`config.mk`:
```
export PLATFORM = sky130hd
export DESIGN_NAME = shot_launcher
export DESIGN_NICKNAME = d
export VERILOG_FILES = /design/src/rtl/shot_launcher.sv
export SDC_FILE = /design/constraint.sdc
export NUM_CORES = 1
export LEC_CHECK = 0
export ABC_CLOCK_PERIOD_IN_PS = 6900
export CAP_MARGIN = 30
export CORE_MARGIN = 2
export CORE_UTILIZATION = 58
export CTS_CLUSTER_SIZE = 30
export DETAILED_ROUTE_END_ITERATION = 10
export DONT_BUFFER_PORTS = 1
export HOLD_SLACK_MARGIN = 0.06
export PLACE_DENSITY_LB_ADDON = 0.3
export SYNTH_ARGS = -nofsm -noshare
export SYNTH_HDL_FRONTEND = slang
export SYNTH_SLANG_ARGS = --single-unit
```
`constraint.sdc`:
```
create_clock -name clk -period 6.9 [get_ports clk]
set_clock_uncertainty 0.1 [all_clocks]
set_input_delay 1.035 -clock clk [delete_from_list [all_inputs] [get_ports clk]]
set_output_delay 1.035 -clock clk [all_outputs]
set_load 0.005 [all_outputs]
```
`src/rtl/shot_launcher.sv`:
```
// Shot launcher: waits, launches a shot at a random lane, animates it toward
// the goal line and reports goal or save with one-cycle pulses.
module shot_launcher #(
   parameter int unsigned SPAWN_DELAY = 32'd15000000,
   parameter int unsigned STEP_DELAY  = 32'd250000,
   parameter int unsigned SHOT_SPEED  = 32'd4,
   parameter int unsigned X_OFFSET    = 32'd64,
   parameter int unsigned Y_START     = 32'd0,
   parameter int unsigned Y_END       = 32'd440
) (
   input  logic       clk,
   input  logic       reset,
   input  logic       enable,
   input  logic [8:0] random_x,
   input  logic       save,
   output logic [9:0] shot_x,
   output logic [9:0] shot_y,
   output logic       shot_active,
   output logic       goal_pulse,
   output logic       save_pulse,
   output logic [7:0] goal_count
);

   localparam int unsigned WAIT_W = (SPAWN_DELAY > 32'd1) ? $clog2(SPAWN_DELAY) : 1;
   localparam int unsigned STEP_W = (STEP_DELAY > 32'd1) ? $clog2(STEP_DELAY) : 1;

   localparam logic [WAIT_W-1:0] WAIT_ZERO = WAIT_W'(32'd0);
   localparam logic [WAIT_W-1:0] WAIT_ONE  = WAIT_W'(32'd1);
   localparam logic [WAIT_W-1:0] WAIT_LAST = WAIT_W'(SPAWN_DELAY - 32'd1);
   localparam logic [STEP_W-1:0] STEP_ZERO = STEP_W'(32'd0);
   localparam logic [STEP_W-1:0] STEP_ONE  = STEP_W'(32'd1);
   localparam logic [STEP_W-1:0] STEP_LAST = STEP_W'(STEP_DELAY - 32'd1);
   localparam logic [9:0]        X_OFF_V   = 10'(X_OFFSET);
   localparam logic [9:0]        Y_START_V = 10'(Y_START);
   localparam logic [9:0]        Y_END_V   = 10'(Y_END);
   localparam logic [10:0]       Y_END_W   = 11'(Y_END);
   localparam logic [10:0]       SPEED_W   = 11'(SHOT_SPEED);

   typedef enum logic [1:0] {
      ST_IDLE   = 2'd0,
      ST_WAIT   = 2'd1,
      ST_FLY    = 2'd2,
      ST_RESULT = 2'd3
   } state_t;

   state_t              state_r, state_s;
   logic [WAIT_W-1:0]   wait_cnt_r, wait_cnt_s;
   logic [STEP_W-1:0]   step_cnt_r, step_cnt_s;
   logic [9:0]          shot_x_r, shot_x_s;
   logic [9:0]          shot_y_r, shot_y_s;
   logic                active_r, active_s;
   logic                goal_pulse_r, goal_pulse_s;
   logic                save_pulse_r, save_pulse_s;
   logic [7:0]          goal_count_r, goal_count_s;
   logic [10:0]         y_sum_s;

   // state register
   always_ff @(posedge clk or negedge reset) begin
      if (!reset) begin
         state_r <= ST_IDLE;
      end else begin
         state_r <= state_s;
      end
   end

   // counters and registered outputs
   always_ff @(posedge clk or negedge reset) begin
      if (!reset) begin
         wait_cnt_r   <= WAIT_ZERO;
         step_cnt_r   <= STEP_ZERO;
         shot_x_r     <= 10'd0;
         shot_y_r     <= Y_START_V;
         active_r     <= 1'b0;
         goal_pulse_r <= 1'b0;
         save_pulse_r <= 1'b0;
         goal_count_r <= 8'd0;
      end else begin
         wait_cnt_r   <= wait_cnt_s;
         step_cnt_r   <= step_cnt_s;
         shot_x_r     <= shot_x_s;
         shot_y_r     <= shot_y_s;
         active_r     <= active_s;
         goal_pulse_r <= goal_pulse_s;
         save_pulse_r <= save_pulse_s;
         goal_count_r <= goal_count_s;
      end
   end

   // next-state and next-datapath logic; pulses default low every cycle
   always_comb begin
      state_s      = state_r;
      wait_cnt_s   = wait_cnt_r;
      step_cnt_s   = step_cnt_r;
      shot_x_s     = shot_x_r;
      shot_y_s     = shot_y_r;
      active_s     = active_r;
      goal_pulse_s = 1'b0;
      save_pulse_s = 1'b0;
      goal_count_s = goal_count_r;
      y_sum_s      = {1'b0, shot_y_r} + SPEED_W;

      case (state_r)
         ST_IDLE: begin
            wait_cnt_s = WAIT_ZERO;
            step_cnt_s = STEP_ZERO;
            active_s   = 1'b0;
            if (enable) begin
               state_s = ST_WAIT;
            end else begin
               state_s = ST_IDLE;
            end
         end
         ST_WAIT: begin
            if (!enable) begin
               state_s    = ST_IDLE;
               wait_cnt_s = WAIT_ZERO;
               step_cnt_s = STEP_ZERO;
               active_s   = 1'b0;
            end else if (wait_cnt_r == WAIT_LAST) begin
               state_s    = ST_FLY;
               wait_cnt_s = WAIT_ZERO;
               step_cnt_s = STEP_ZERO;
               shot_x_s   = X_OFF_V + {1'b0, random_x};
               shot_y_s   = Y_START_V;
               active_s   = 1'b1;
            end else begin
               wait_cnt_s = wait_cnt_r + WAIT_ONE;
            end
         end
         ST_FLY: begin
            // disable beats save, save beats a goal step on the same edge
            if (!enable) begin
               state_s    = ST_IDLE;
               wait_cnt_s = WAIT_ZERO;
               step_cnt_s = STEP_ZERO;
               active_s   = 1'b0;
            end else if (save) begin
               state_s      = ST_RESULT;
               step_cnt_s   = STEP_ZERO;
               active_s     = 1'b0;
               save_pulse_s = 1'b1;
            end else if (step_cnt_r == STEP_LAST) begin
               step_cnt_s = STEP_ZERO;
               if (y_sum_s >= Y_END_W) begin
                  state_s      = ST_RESULT;
                  shot_y_s     = Y_END_V;
                  active_s     = 1'b0;
                  goal_pulse_s = 1'b1;
                  goal_count_s = (goal_count_r == 8'd255) ? goal_count_r : goal_count_r + 8'd1;
               end else begin
                  shot_y_s = y_sum_s[9:0];
               end
            end else begin
               step_cnt_s = step_cnt_r + STEP_ONE;
            end
         end
         ST_RESULT: begin
            wait_cnt_s = WAIT_ZERO;
            step_cnt_s = STEP_ZERO;
            active_s   = 1'b0;
            if (enable) begin
               state_s = ST_WAIT;
            end else begin
               state_s = ST_IDLE;
            end
         end
         default: begin
            state_s    = ST_IDLE;
            wait_cnt_s = WAIT_ZERO;
            step_cnt_s = STEP_ZERO;
            active_s   = 1'b0;
         end
      endcase
   end

   assign shot_x      = shot_x_r;
   assign shot_y      = shot_y_r;
   assign shot_active = active_r;
   assign goal_pulse  = goal_pulse_r;
   assign save_pulse  = save_pulse_r;
   assign goal_count  = goal_count_r;

endmodule
```
Word-level counts from Yosys, hierarchy flattened --
Cells that the tools add are included.
Storage, ports and cells: register bits after elaboration 75, bits in latches 0, bits in writable memories 0, ROM bits 0, input bits 13, output and inout port bits 31, logic and storage cells 79, memories kept 0
Cells by class: add/subtract/negate cells 5, $mul 0, divide/modulo/power cells 0, magnitude comparators 1, equality and inequality tests 15, shift-type cells 0, muxes and demuxes 40, bitwise gates (word level) 2, reductions and logical operators 7
Operator list (count):
- $mux 18 | 5
- $mux 24 | 3
- $pmux 24 s3 | 1
- $mux 10 | 6
- $pmux 18 s3 | 1
- $add 24x1->24 const B | 1
- $eq 24x24->1 const B | 1
- $pmux 10 s2 | 1
- $add 18x1->18 const B | 1
- $eq 18x18->1 const B | 1
- $mux 1 | 15
- $mux 2 | 6
- $ne 2x2->1 const B | 6
- $reduce_and 6->1 | 2
- $add 10x3->11 const B | 1
- $ge 11x9->1 const B | 1
- $add 7x9->10 const A | 1
- $add 8x1->8 const B | 1
- $eq 8x8->1 const B | 1
- $ne 4x4->1 const B | 2
- $pmux 2 s3 | 1
- $reduce_and 3->1 | 2
- $eq 2x2->1 const B | 2
- $ne 3x3->1 const B | 1
- other kinds (6) | 7

Depth between registers and ports, before layout --
Gate-level depths: netlist of run 1.
word-level depth 7, depth in mapped cells 9, mapped depth without buffers 8

Worst setup path before layout of run 1 --
Ideal clock, no wire load.
path type input to register, start input enable, end register wait_cnt_r[19], setup time 0.132 ns, arrival 2.419 ns, data required time 6.668 ns, path slack 4.249 ns, stages on the path 7, buffers on the path 1, path through and2_1 > or3_1 > clkbuf_1 > nor4_2 > nand3_1 > xor2_1 > nor2_1
On the way: longest elaborated chain between the ends 2, elaborated cells between the ends (all ways) 3, those cells by class 1 x eq/ne; 2 x mux
RTL lines:
- start, declared | line 13 | input logic enable,
- $mux 24 | line 114 | if (!enable) begin
- $pmux 24 s3 | line 102 | case (state_r)
- end signal, assigned | line 78 | wait_cnt_r <= wait_cnt_s;
- end, declared | line 47 | logic [WAIT_W-1:0] wait_cnt_r, wait_cnt_s;
Parallel ways exist; a longest one is shown, timed or not. A chain may end at the register's enable or synchronous reset.

Worst setup path in the final report of run 1 --
start register shot_y_r[4] (netlist: shot_y[4]), end register shot_y_r[5] (netlist: shot_y[5])
On the way: longest elaborated chain between the ends 7
RTL lines:
- start, declared | line 50 | logic [9:0] shot_y_r, shot_y_s;
- start signal, assigned | line 81 | shot_y_r <= shot_y_s;
- $add 10x3->11 (*) | line 100 | y_sum_s = {1'b0, shot_y_r} + SPEED_W;
- $ge 11x9->1 | line 144 | if (y_sum_s >= Y_END_W) begin
- $mux 10 (*) | line 144
- $mux 10 (*) | line 142 | end else if (step_cnt_r == STEP_LAST) begin
- $mux 10 (*) | line 137 | end else if (save) begin
- $mux 10 (*) | line 132 | if (!enable) begin
- $pmux 10 s2 (*) | line 102
Every way passes the cells marked *; elsewhere a longest branch is shown, timed or not. The select of a mux whose other input is x is not followed.

==> results.rst, run 1 <==
.. list-table::
   :header-rows: 1

   * - Metric
     - Value
   * - Max-cap violations
     - 0
   * - Setup repair after global routing missed its margin
     - false
   * - Ports
     - 44
   * - Core area
     - 6680 µm²
   * - Number of cells produced by synthesis
     - around 410
   * - Slew of the pin with the lowest slew margin
     - about 1 ns
   * - Post-Synthesis Cell Area
     - between 3000 and 4000 µm²
   * - Total wirelength of the detailed-routed design
     - 7820 µm
   * - Clock-pin slew of the registers on the worst-case setup and hold paths
     - roughly 0.08 ns
   * - Post-DP Area
     - approximately 4000 µm²
   * - Crit path DAT
     - just over 3 ns
   * - Top FF cell, synth
     - dfrtp_1
   * - Worst-case reg-to-reg path depth
     - 6
   * - Largest buffer count on any clock path
     - 2
   * - Static leakage
     - about 1.7 nW
   * - Fraction of layout instances using a drive strength above 1
     - 0.0728
   * - Final total negative setup slack
     - 0 ns
   * - Worst endpoint required time
     - around 7.0 ns
   * - Achievable Freq
     - between 300 and 400 MHz
   * - Post-cts gate resize count
     - 0
   * - Sequential fraction of the synthesis area
     - 0.463
   * - Depth of the critical timing path with buffers and inverters included
     - 6
   * - Max stage delay cell, worst path
     - dfrtp_1
   * - Min cycle time layout
     - around 2.9 ns
   * - Detailed-route wire length per cell
     - 15.9 µm
   * - ANT cells
     - 0
   * - Number of clock buffers inserted by TritonCTS
     - 9
   * - Final #Nets
     - between 400 and 500
   * - HPWL Detailed
     - ~5300 µm
   * - Power Density
     - about 240 nW/µm²
   * - Y dimension of the die
     - around 87 µm
   * - Number of cell rows
     - 30
   * - Final worst-path cycle share
     - 0.424
   * - Largest net degree at the start of global routing
     - 74
   * - Via count of the first global-routing pass
     - roughly 2800
   * - Master cell of the clock root buffer
     - clkbuf_8
   * - Total routing resource utilization after global routing
     - 0.227
   * - Number of antenna violations at the first check in global routing
     - 0
   * - Max FO, Critical Path
     - 13
   * - TritonCTS sink count
     - 73
   * - Slew Limit Fails
     - 0
   * - Die X
     - between 80 and 90 µm
   * - Flip-flop and latch count after synthesis
     - 73
   * - Relative slew margins
     - 0.317
   * - Global-route wire length before repair
     - about 13000 µm
   * - Worst VDD drop
     - 145 µV
   * - Critical path endpoint category
     - flop
   * - Area of all placed cells without fillers
     - 4140 µm²
   * - First-pass iteration count of the detailed router
     - 5
   * - CTS H-Tree Depth
     - 3
   * - Post-DRT Antenna Nets
     - 0
   * - Share of synthesized flip-flops with an asynchronous set or reset
     - 1.00
   * - GP Congestion
     - between 0.8 and 0.9
   * - Placed cell count
     - around 480
   * - Number of design-rule violations left by the first detailed-router iteration
     - 246
   * - Area added between synthesis and finish
     - 4.88%
   * - # Post-CTS Setup Buffers
     - 0
   * - Run status
     - finished clean
   * - Quantity of hold-fixing buffers added after cts
     - 0
   * - Critical Path Max Stage Delay
     - approximately 0.56 ns
   * - Final-layout fill cell count
     - around 600
   * - Hold violation count in the final report
     - 0
   * - Quantity of I/O buffers inserted on ports
     - 0
   * - Residual overflow from global routing
     - 0
   * - EDFF count, synth
     - 0
   * - Path class of the lowest-slack min-delay path
     - in2async
   * - Avg Inst Size Synth
     - between 9 and 10 µm²
   * - Worst skew pair latency
     - 0.35 ns
   * - Register area
     - 1830 µm²
   * - Setup crit start kind
     - flop
   * - Total Power
     - just under 1 mW
   * - Number of warnings issued by yosys
     - 0
   * - Count of distinct cell types in the synthesized netlist
     - between 60 and 70
   * - Buf/Inv on CP
     - 0
   * - Number of non-filler instances in the completed layout
     - 492
   * - Type of the worst setup path
     - reg2reg
   * - Reg-to-Reg Start
     - shot_y[4]$_DFFE_PN0P_
   * - Final setup vio count
     - 0
   * - Vias per Instance
     - roughly 6.1
   * - Launch point of the critical path
     - shot_y[4]$_DFFE_PN0P_
   * - Multi-input gate area
     - 2000 µm²
   * - Crit path cell chain
     - nand3_1, nor3_1, mux2_2, a221o_1, a2111oi_0, a311oi_1
   * - DR DRC count
     - 0
   * - Kind of cell adding the most delay to the critical path
     - compound AO/OA/AOI/OAI gates
   * - Die area
     - between 7000 and 8000 µm²
   * - Initial cell density of the core
     - 0.591
   * - Overall via count from detail_route
     - between 3000 and 4000
   * - Clock tree from TritonCTS
     - yes
routing by layer:
layer,track usage,wire length (µm),vias up
met5,0,0,-
met4,0.0838,129,0
met3,0.0629,362,10
met2,0.350,3670,74
met1,0.310,3660,1476
li1,-,-,1457
final cells by class:
type	count	share of cell area
multi-input cells	311	0.483
flip-flops and latches	73	0.441
clock buffers	12	0.0350
well taps	80	0.0242
inverters	12	0.0109
clock inverters	3	0.00423
repair buffers	1	0.00181
synth_stat cells, types with 2 or more instances:
| cell type | n | share of area |
|---|---|---|
| xnor2_1 | 30 | 0.067 |
| nor4_1 | 10 | 0.016 |
| o22ai_1 | 2 | 0.0032 |
| or3_1 | 5 | 0.0079 |
| xor2_1 | 12 | 0.027 |
| nand2_1 | 38 | 0.036 |
| clkbuf_1 | 10 | 0.0095 |
| nor4bb_1 | 2 | 0.0051 |
| nand2b_1 | 3 | 0.0048 |
| a211oi_1 | 3 | 0.0057 |
| nor3_1 | 12 | 0.015 |
| buf_4 | 2 | 0.0038 |
| dfrtp_1 | 73 | 0.46 |
| nand4_1 | 12 | 0.019 |
| o21ai_0 | 14 | 0.018 |
| nand4b_1 | 2 | 0.0044 |
| a31oi_1 | 4 | 0.0063 |
| and2_1 | 2 | 0.0032 |
| nand3_1 | 29 | 0.037 |
| nor4b_1 | 5 | 0.011 |
| o211ai_1 | 3 | 0.0057 |
| a21oi_1 | 8 | 0.010 |
| buf_2 | 6 | 0.0076 |
| ha_1 | 8 | 0.025 |
| o31ai_1 | 3 | 0.0057 |
| o22a_1 | 2 | 0.0044 |
| and3_1 | 7 | 0.011 |
| nor3b_1 | 3 | 0.0057 |
| mux2_1 | 6 | 0.017 |
| nor2_1 | 49 | 0.047 |
| mux2_2 | 5 | 0.014 |
| mux2i_1 | 3 | 0.0076 |
| nor2b_1 | 2 | 0.0032 |
| inv_1 | 12 | 0.011 |
sequential cells by signal, summed over array words and instances (netlist names):
| register | flops |
|---|---|
| wait_cnt_r | 24 |
| step_cnt_r | 18 |
| shot_x | 10 |
| goal_count | 8 |
| shot_y | 8 |
| state_r | 2 |
| goal_pulse | 1 |
| save_pulse | 1 |
| shot_active | 1 |
cells by family after synthesis:
kind of cell | Yosys count | share of synthesized area
and+or+nand+nor | 190 | 0.248
adders and majority gates | 9 | 0.0279
DFF | 73 | 0.463
buffers and inverters | 31 | 0.0333
muxes | 14 | 0.0390
AOI/OAI and AO/OA | 54 | 0.0951
other | 1 | 0.000950
xor gates and xnor gates | 42 | 0.0932
stage by stage:
step | setup WS [ns] | hold WS [ns] | util
2_1_floorplan | 4.25 | 0.373 | -
3_3_place_gp | 4.08 | 0.393 | 0.596
3_5_place_dp | 4.04 | 0.405 | 0.596
4_1_cts | 4.02 | 0.264 | 0.620
5_1_grt | 3.77 | 0.251 | 0.620
6_report | 3.97 | 0.267 | 0.620
final timing paths:
path / endpoint / slack, ns
max reg2reg: shot_y[5]$_DFFE_PN0P_ / 3.97
min reg2reg: shot_x[5]$_DFFE_PN0P_ / 0.42
max: shot_y[5]$_DFFE_PN0P_ / 3.97
min in group clk: shot_x[5]$_DFFE_PN0P_ / 0.42
min: wait_cnt_r[2]$_DFFE_PN0N_ / 0.27
max in group asynchronous: wait_cnt_r[20]$_DFFE_PN0N_ / 6.31
report_power, final:
group | switching, mW | internal (mW)
Combinational | 0.140 | 0.0629
Clock | 0.156 | 0.137
Sequential | 0.0344 | 0.448
placed cells by master, fill, tap and decap left out, drive strengths merged, types with 3 or more instances in the layout:
cell	count
ha	8
nor4	11
o211ai	3
o21ai	15
nand4	12
a31oi	4
nor4b	5
clkbuf	12
nor3	12
a21oi	8
and3	7
nand3	31
xnor2	30
dfrtp	73
or3	5
nor2	50
inv	12
nor3b	3
o31ai	4
nand2	38
xor2	12
and2	3
mux2	11
a211oi	3
nand2b	3
mux2i	3
(Power assumes the default switching activity.)
==> run 2, diff against run 1 <==
--- a/config.mk
+++ b/config.mk
@@ -5,7 +5,7 @@
 export SDC_FILE = /design/constraint.sdc
 export NUM_CORES = 1
 export LEC_CHECK = 0
-export ABC_CLOCK_PERIOD_IN_PS = 6900
+export ABC_CLOCK_PERIOD_IN_PS = 2710
 export CAP_MARGIN = 30
 export CORE_MARGIN = 2
 export CORE_UTILIZATION = 58
==> constraint.sdc (replaced) <==
create_clock -name clk -period 2.71 [get_ports clk]
set_clock_uncertainty 0.1 [all_clocks]
set_input_delay 0.4065 -clock clk [delete_from_list [all_inputs] [get_ports clk]]
set_output_delay 0.4065 -clock clk [all_outputs]
set_load 0.005 [all_outputs]
==> run 2 against run 1 <==
  * Final area rose by 5.1%
  * Die area did not move
  * Final cell count rose by 4.3%
  * Routed wire length rose by 0.75%
  * Fmax rose by 14%
  * Clock power rose to 2.8 times the previous value
  * Critical path depth rose by 1
  * Non-clock buffer count rose by 20
  * Global-route usage rose by 0.47 points
  * Sequential power rose to 2.5 times the previous value
  * Largest cell class unchanged
  * Register-to-register slack got worse by 3.8 ns
==> results.rst, run 2 (synthesis gave the netlist of run 1 again) <==
.. list-table::
   :header-rows: 1

   * - Metric
     - Value
   * - Residual overflow from global routing
     - 0
   * - Achievable Freq
     - about 400 MHz
   * - Hold Path Stages
     - 1
   * - Reg-to-Reg Start
     - shot_y[2]$_DFFE_PN0P_
   * - Critical path endpoint category
     - flop
   * - Post-DRT Antenna Nets
     - 0
   * - Critical Path Max Stage Delay
     - 0.51 ns
   * - First-pass iteration count of the detailed router
     - 5
   * - Worst Hold Launch
     - random_x[4]
   * - Post-DP Area
     - between 4000 and 5000 µm²
   * - Clock-pin slew of the registers on the worst-case setup and hold paths
     - about 0.08 ns
   * - GP Congestion
     - between 0.8 and 0.9
   * - Flop-to-flop setup slack
     - around 0.14 ns
   * - Final worst-path cycle share
     - 0.950
   * - Number of clock buffers inserted by TritonCTS
     - 9
   * - Static leakage
     - 1.78 nW
   * - Buf/Inv on CP
     - 1
   * - Commonest cells after routing, fill and taps aside
     - dfrtp_1, nor2_1, nand2_1, xnor2_1, nand3_1
   * - Run status
     - finished clean
   * - End of the worst register-to-register path
     - shot_y[5]$_DFFE_PN0P_
   * - Largest buffer count on any clock path
     - 2
   * - Number of antenna violations at the first check in global routing
     - 0
   * - ANT cells
     - 0
   * - Power Density
     - about 610 nW/µm²
   * - Kind of cell adding the most delay to the critical path
     - compound AO/OA/AOI/OAI gates
   * - Final setup vio count
     - 0
   * - Final #Nets
     - about 450
   * - Setup crit start kind
     - flop
   * - Total routing resource utilization after global routing
     - 0.232
   * - CTS H-Tree Depth
     - 3
   * - Number of design-rule violations left by the first detailed-router iteration
     - between 150 and 200
   * - Worst VDD drop
     - 307 µV
   * - Slew Limit Fails
     - 0
   * - Final total negative setup slack
     - 0 ns
   * - Sink of the worst hold path
     - shot_x[4]$_DFFE_PN0P_
   * - Relative slew margins
     - 0.621
   * - Via count of the first global-routing pass
     - ~3000
   * - Number of cell rows
     - 30
   * - Core area
     - about 6700 µm²
   * - Global-route wire length before repair
     - 13700 µm
   * - Crit path DAT
     - 2.69 ns
   * - Overall via count from detail_route
     - around 3100
   * - DR DRC count
     - 0
   * - Initial cell density of the core
     - 0.591
   * - Register ranked first by flip-flop count
     - wait_cnt_r
   * - PnR worst setup slack
     - roughly 0.14 ns
   * - Clock tree from TritonCTS
     - yes
   * - TritonCTS sink count
     - 73
   * - Hold violation count in the final report
     - 0
   * - Die X
     - roughly 87 µm
   * - Area of all placed cells without fillers
     - roughly 4400 µm²
   * - Max FO, Critical Path
     - 13
   * - Worst endpoint required time
     - around 2.8 ns
   * - Largest net degree at the start of global routing
     - 74
   * - HPWL Detailed
     - approximately 5500 µm
   * - Area added between synthesis and finish
     - 10.2%
   * - Slew of the pin with the lowest slew margin
     - approximately 0.56 ns
   * - Leading cell type in the layout, fill and taps excluded
     - dfrtp_1
   * - Vias per Instance
     - 6.05
   * - # Post-CTS Setup Buffers
     - 0
   * - Type of the worst setup path
     - reg2reg
   * - Min cycle time layout
     - ~2.6 ns
   * - Detailed-route wire length per cell
     - 15.4 µm
   * - Max stage delay cell, worst path
     - a221o_2
   * - Max reg flops
     - 24
   * - Ports
     - 44
   * - Worst skew pair latency
     - 0.33 ns
   * - Y dimension of the die
     - 86.5 µm
   * - Fraction of layout instances using a drive strength above 1
     - 0.118
   * - Crit path cell chain
     - ha_1, inv_1, maj3_1, a21o_1, a221o_2, a2111oi_1, a311oi_1
   * - Quantity of I/O buffers inserted on ports
     - 0
   * - Worst-case reg-to-reg path depth
     - 7
   * - Worst-case setup slack after placement
     - approximately 0.048 ns
   * - Max-cap violations
     - 0
   * - Die area
     - 7480 µm²
   * - Master cell of the clock root buffer
     - clkbuf_8
   * - Total wirelength of the detailed-routed design
     - slightly below 8000 µm
   * - Setup repair after global routing missed its margin
     - false
   * - Path class of the lowest-slack min-delay path
     - in2reg
run 2: area by class of cell:
| class | instances | area [µm²] |
|---|---|---|
| multi-input cells | 311 | 2010 |
| inverters | 12 | 45.0 |
| flip-flops and latches | 73 | 1830 |
| clock buffers | 11 | 131 |
| well taps | 80 | 100 |
| repair buffers | 21 | 185 |
| clock inverters | 5 | 56.3 |
| fillers | 551 | 2330 |
run 2: metrics by stage:
step / utilization / power, mW / hold WS, ns / std cells
detailed placement: 0.613 / 1.82 / 0.0131 / 493
floorplan: - / 1.65 / 0.0109 / 415
CTS: 0.649 / 2.67 / 0.0840 / 512
global route: 0.651 / 2.82 / 0.0757 / 513
finish: 0.651 / 2.65 / 0.104 / 513
global placement: 0.613 / 1.80 / 0.0135 / 493
run 2: power by group:
part | internal [mW] | total [mW] | switching [mW]
sequential | 1.14 | 1.21 | 0.0706
combinational | 0.218 | 0.623 | 0.405
clock | 0.425 | 0.819 | 0.394
run 2: worst register-to-register path: stages (launching register included):
cell	delay, ns
dfrtp_1	0.46
ha_1	0.31
inv_1	0.05
maj3_1	0.36
a21o_1	0.20
a221o_2	0.51
a2111oi_1	0.38
a311oi_1	0.08
run 2: routing by layer:
metal,part of all wire,vias to the layer above,routed length [µm],GRT usage
met5,0,-,0,0
met4,0,0,0,0.0597
met3,0.040,0,314,0.0724
met2,0.50,72,3920,0.369
met1,0.46,1537,3650,0.312
li1,-,1495,-,-
run 2: how the worst max path moves through the flow:
stage / startpoint / endpoint / slack [ns] / cells past startpoint
after floorplan: shot_y[2]$_DFFE_PN0P_ / goal_count[7]$_DFFE_PN0P_ / 0.19 / 8
after global placement: shot_y[2]$_DFFE_PN0P_ / shot_y[5]$_DFFE_PN0P_ / 0.14 / 7
after detailed placement: shot_y[2]$_DFFE_PN0P_ / shot_y[5]$_DFFE_PN0P_ / 0.05 / 7
after CTS: shot_y[2]$_DFFE_PN0P_ / shot_y[5]$_DFFE_PN0P_ / 0.05 / 7
after global routing: shot_y[2]$_DFFE_PN0P_ / shot_y[5]$_DFFE_PN0P_ / 0.003 / 6
final: shot_y[2]$_DFFE_PN0P_ / shot_y[5]$_DFFE_PN0P_ / 0.14 / 7
run 2: what timing repair did:
item,in CTS,in global routing
endpoints found under the hold margin,74,1
resized for setup,0,4
setup endpoints to repair,0,9
hold buffers,3,1
==> run 3, diff against run 2 <==
--- a/config.mk
+++ b/config.mk
@@ -7,13 +7,14 @@
 export LEC_CHECK = 0
 export ABC_CLOCK_PERIOD_IN_PS = 2710
 export CAP_MARGIN = 30
+export CORE_ASPECT_RATIO = 0.5
 export CORE_MARGIN = 2
 export CORE_UTILIZATION = 58
-export CTS_CLUSTER_SIZE = 30
+export CTS_CLUSTER_SIZE = 40
 export DETAILED_ROUTE_END_ITERATION = 10
 export DONT_BUFFER_PORTS = 1
 export HOLD_SLACK_MARGIN = 0.06
-export PLACE_DENSITY_LB_ADDON = 0.3
+export PLACE_DENSITY = 0.82
 export SYNTH_ARGS = -nofsm -noshare
 export SYNTH_HDL_FRONTEND = slang
 export SYNTH_SLANG_ARGS = --single-unit
==> run 3 against run 2 <==
  * Hold slack got worse by 0.00096 ns
  * Final cell count up 2.5%
  * Power increased by 12%
  * Routed wire length increased by 4.6%
  * Core utilization up 2.3 points
  * Final area increased by 3.0%
  * Sequential power about the same
  * Via count grew 1.4%
  * Flip-flop and latch count unchanged
  * Clock power rose by 32%
  * Sequential share of layout area fell by 1.2 points
==> results.rst, run 3 (synthesis gave the netlist of run 1 again) <==
.. list-table::
   :header-rows: 1

   * - Metric
     - Value
   * - Number of cell rows
     - 21
   * - Max-cap violations
     - 0
   * - Fraction of power spent switching nets
     - 0.309
   * - Global-route wire length before repair
     - about 14000 µm
   * - Relative slew margins
     - 0.608
   * - Run status
     - finished clean
   * - Hold violation count in the final report
     - 0
   * - Clock tree from TritonCTS
     - yes
   * - NetSw
     - between 0.9 and 1 mW
   * - Ports
     - 44
   * - Design internal power
     - a little over 2 mW
   * - Worst VDD drop
     - 397 µV
   * - Clock-pin slew of the registers on the worst-case setup and hold paths
     - 0.05 ns
   * - Setup crit start kind
     - flop
   * - Slew Limit Fails
     - 0
   * - Final #Nets
     - 450
   * - Residual overflow from global routing
     - 0
   * - Achievable Freq
     - 374 MHz
   * - Worst-case reg-to-reg path depth
     - 8
   * - Type of the worst setup path
     - reg2reg
   * - Master cell of the clock root buffer
     - clkbuf_16
   * - Path class of the lowest-slack min-delay path
     - in2reg
   * - Commonest cells after routing, fill and taps aside
     - dfrtp_1, nor2_1, nand2_1, xnor2_1, nand3_1
   * - Worst-case setup slack after placement
     - between 0.06 and 0.07 ns
   * - ANT cells
     - 0
   * - Worst skew pair latency
     - 0.33 ns
   * - Register ranked first by flip-flop count
     - wait_cnt_r
   * - Setup repair after global routing missed its margin
     - true
   * - Number of clock buffers inserted by TritonCTS
     - 9
   * - Via count of the first global-routing pass
     - about 3000
   * - Critical path endpoint category
     - flop
   * - Slew of the pin with the lowest slew margin
     - a little under 0.6 ns
   * - Max FO, Critical Path
     - 10
   * - PnR worst setup slack
     - 0.0330 ns
   * - Part of the power in combinational logic
     - 0.229
   * - Total routing resource utilization after global routing
     - 0.238
   * - Final worst-path cycle share
     - 0.988
   * - First-pass iteration count of the detailed router
     - 4
   * - Core area
     - 6650 µm²
   * - HPWL Detailed
     - between 5000 and 6000 µm
   * - Largest buffer count on any clock path
     - 2
   * - Area of all placed cells without fillers
     - 4480 µm²
   * - # Post-CTS Setup Buffers
     - 0
   * - Fraction of layout instances using a drive strength above 1
     - 0.127
   * - Final-layout fill cell count
     - 518
   * - Max reg flops
     - 24
   * - Area added between synthesis and finish
     - 13.5%
   * - Number of antenna violations at the first check in global routing
     - 0
   * - Vias per Instance
     - 5.98
   * - DR DRC count
     - 0
   * - TritonCTS sink count
     - 73
   * - Die X
     - between 100 and 150 µm
   * - Detailed-route wire length per cell
     - ~16 µm
   * - Overall via count from detail_route
     - approximately 3100
   * - Hold slack
     - 0.103 ns
   * - Crit path DAT
     - approximately 2.9 ns
   * - Number of design-rule violations left by the first detailed-router iteration
     - between 200 and 300
   * - Final total negative setup slack
     - 0 ns
   * - Worst endpoint required time
     - approximately 2.9 ns
   * - Post-DP Area
     - 4130 µm²
   * - Quantity of I/O buffers inserted on ports
     - 0
   * - Die area
     - about 7500 µm²
   * - GP Congestion
     - 0.836
   * - Initial cell density of the core
     - 0.594
   * - CTS H-Tree Depth
     - 3
   * - Power Density
     - 666 nW/µm²
   * - Final setup vio count
     - 0
   * - Largest net degree at the start of global routing
     - 74
   * - Leading cell type in the layout, fill and taps excluded
     - dfrtp_1
   * - Share of power burned in the clock network
     - 0.363
   * - Static leakage
     - 1.83 nW
   * - Sequential share of power
     - 0.408
   * - Post-DRT Antenna Nets
     - 0
   * - Min cycle time layout
     - about 2.7 ns
   * - Total wirelength of the detailed-routed design
     - between 8000 and 9000 µm
   * - Hold Path Stages
     - 1
   * - Y dimension of the die
     - 62.3 µm
run 3: cell count changes in the layout (fill, tap and decap cells not counted), sizes merged:
cell,delta
dlygate4sd3,-2
buf,+3
clkinvlp,-1
bufinv,-1
clkbuf,+2
run 3: layout make-up:
type / instances / area, µm² / share of cell area
clock buffers: 13 / 260 / 0.0581
clock inverters: 3 / 15.0 / 0.00335
inverters: 12 / 45.0 / 0.0101
multi-input cells: 311 / 2030 / 0.453
flip-flops and latches: 73 / 1830 / 0.408
well taps: 92 / 115 / 0.0257
repair buffers: 22 / 188 / 0.0419
run 3: worst paths after layout:
kind / end / slack, ns / startpoint
min in group asynchronous: wait_cnt_r[10]$_DFFE_PN0N_ / 0.52 / reset
max in group asynchronous: step_cnt_r[7]$_DFFE_PN0P_ / 1.70 / reset
worst max register to register: state_r[0]$_DFFE_PN0P_ / 0.03 / shot_y[2]$_DFFE_PN0P_
worst min-delay path: shot_x[6]$_DFFE_PN0P_ / 0.10 / random_x[6]
worst max-delay path: state_r[0]$_DFFE_PN0P_ / 0.03 / shot_y[2]$_DFFE_PN0P_
worst min register to register: wait_cnt_r[0]$_DFFE_PN0N_ / 0.41 / wait_cnt_r[0]$_DFFE_PN0N_
run 3: routing by layer:
metal	share of wire	wire [µm]	vias up	global-route usage
met3	0.050	411	20	0.0754
li1	-	-	1506	-
met2	0.48	3940	75	0.362
met1	0.45	3690	1547	0.315
met4	0.024	196	0	0.105
met5	0	0	-	0
run 3: power groups by stage:
stage	Sequential, mW	Clock, mW	Combinational, mW
3_3_place_gp	1.23	0	0.609
2_1_floorplan	1.22	0	0.421
4_1_cts	1.21	1.10	0.660
3_5_place_dp	1.23	0	0.616
6_report	1.22	1.08	0.684
5_1_grt	1.22	1.17	0.761
run 3: worst max-delay path: stages, from the launching register on:
cell,delay (ns)
dfrtp_1,0.47
ha_1,0.31
inv_1,0.05
maj3_1,0.35
a21o_1,0.20
a221o_2,0.49
buf_4,0.19
a211oi_1,0.30
or3_1,0.16
run 3: through the flow:
step	power [mW]	util	cells
after floorplan	1.65	-	415
after detailed placement	1.85	0.621	508
after global routing	3.16	0.674	526
final	2.98	0.674	526
after CTS	2.97	0.669	526
after global placement	1.84	0.621	508
run 3: what timing repair did:
item                       in CTS  in global routing
hold buffers                    2                  0
setup endpoints to repair       0                 13
hold endpoints to repair       73                  0
resized for setup               0                  7
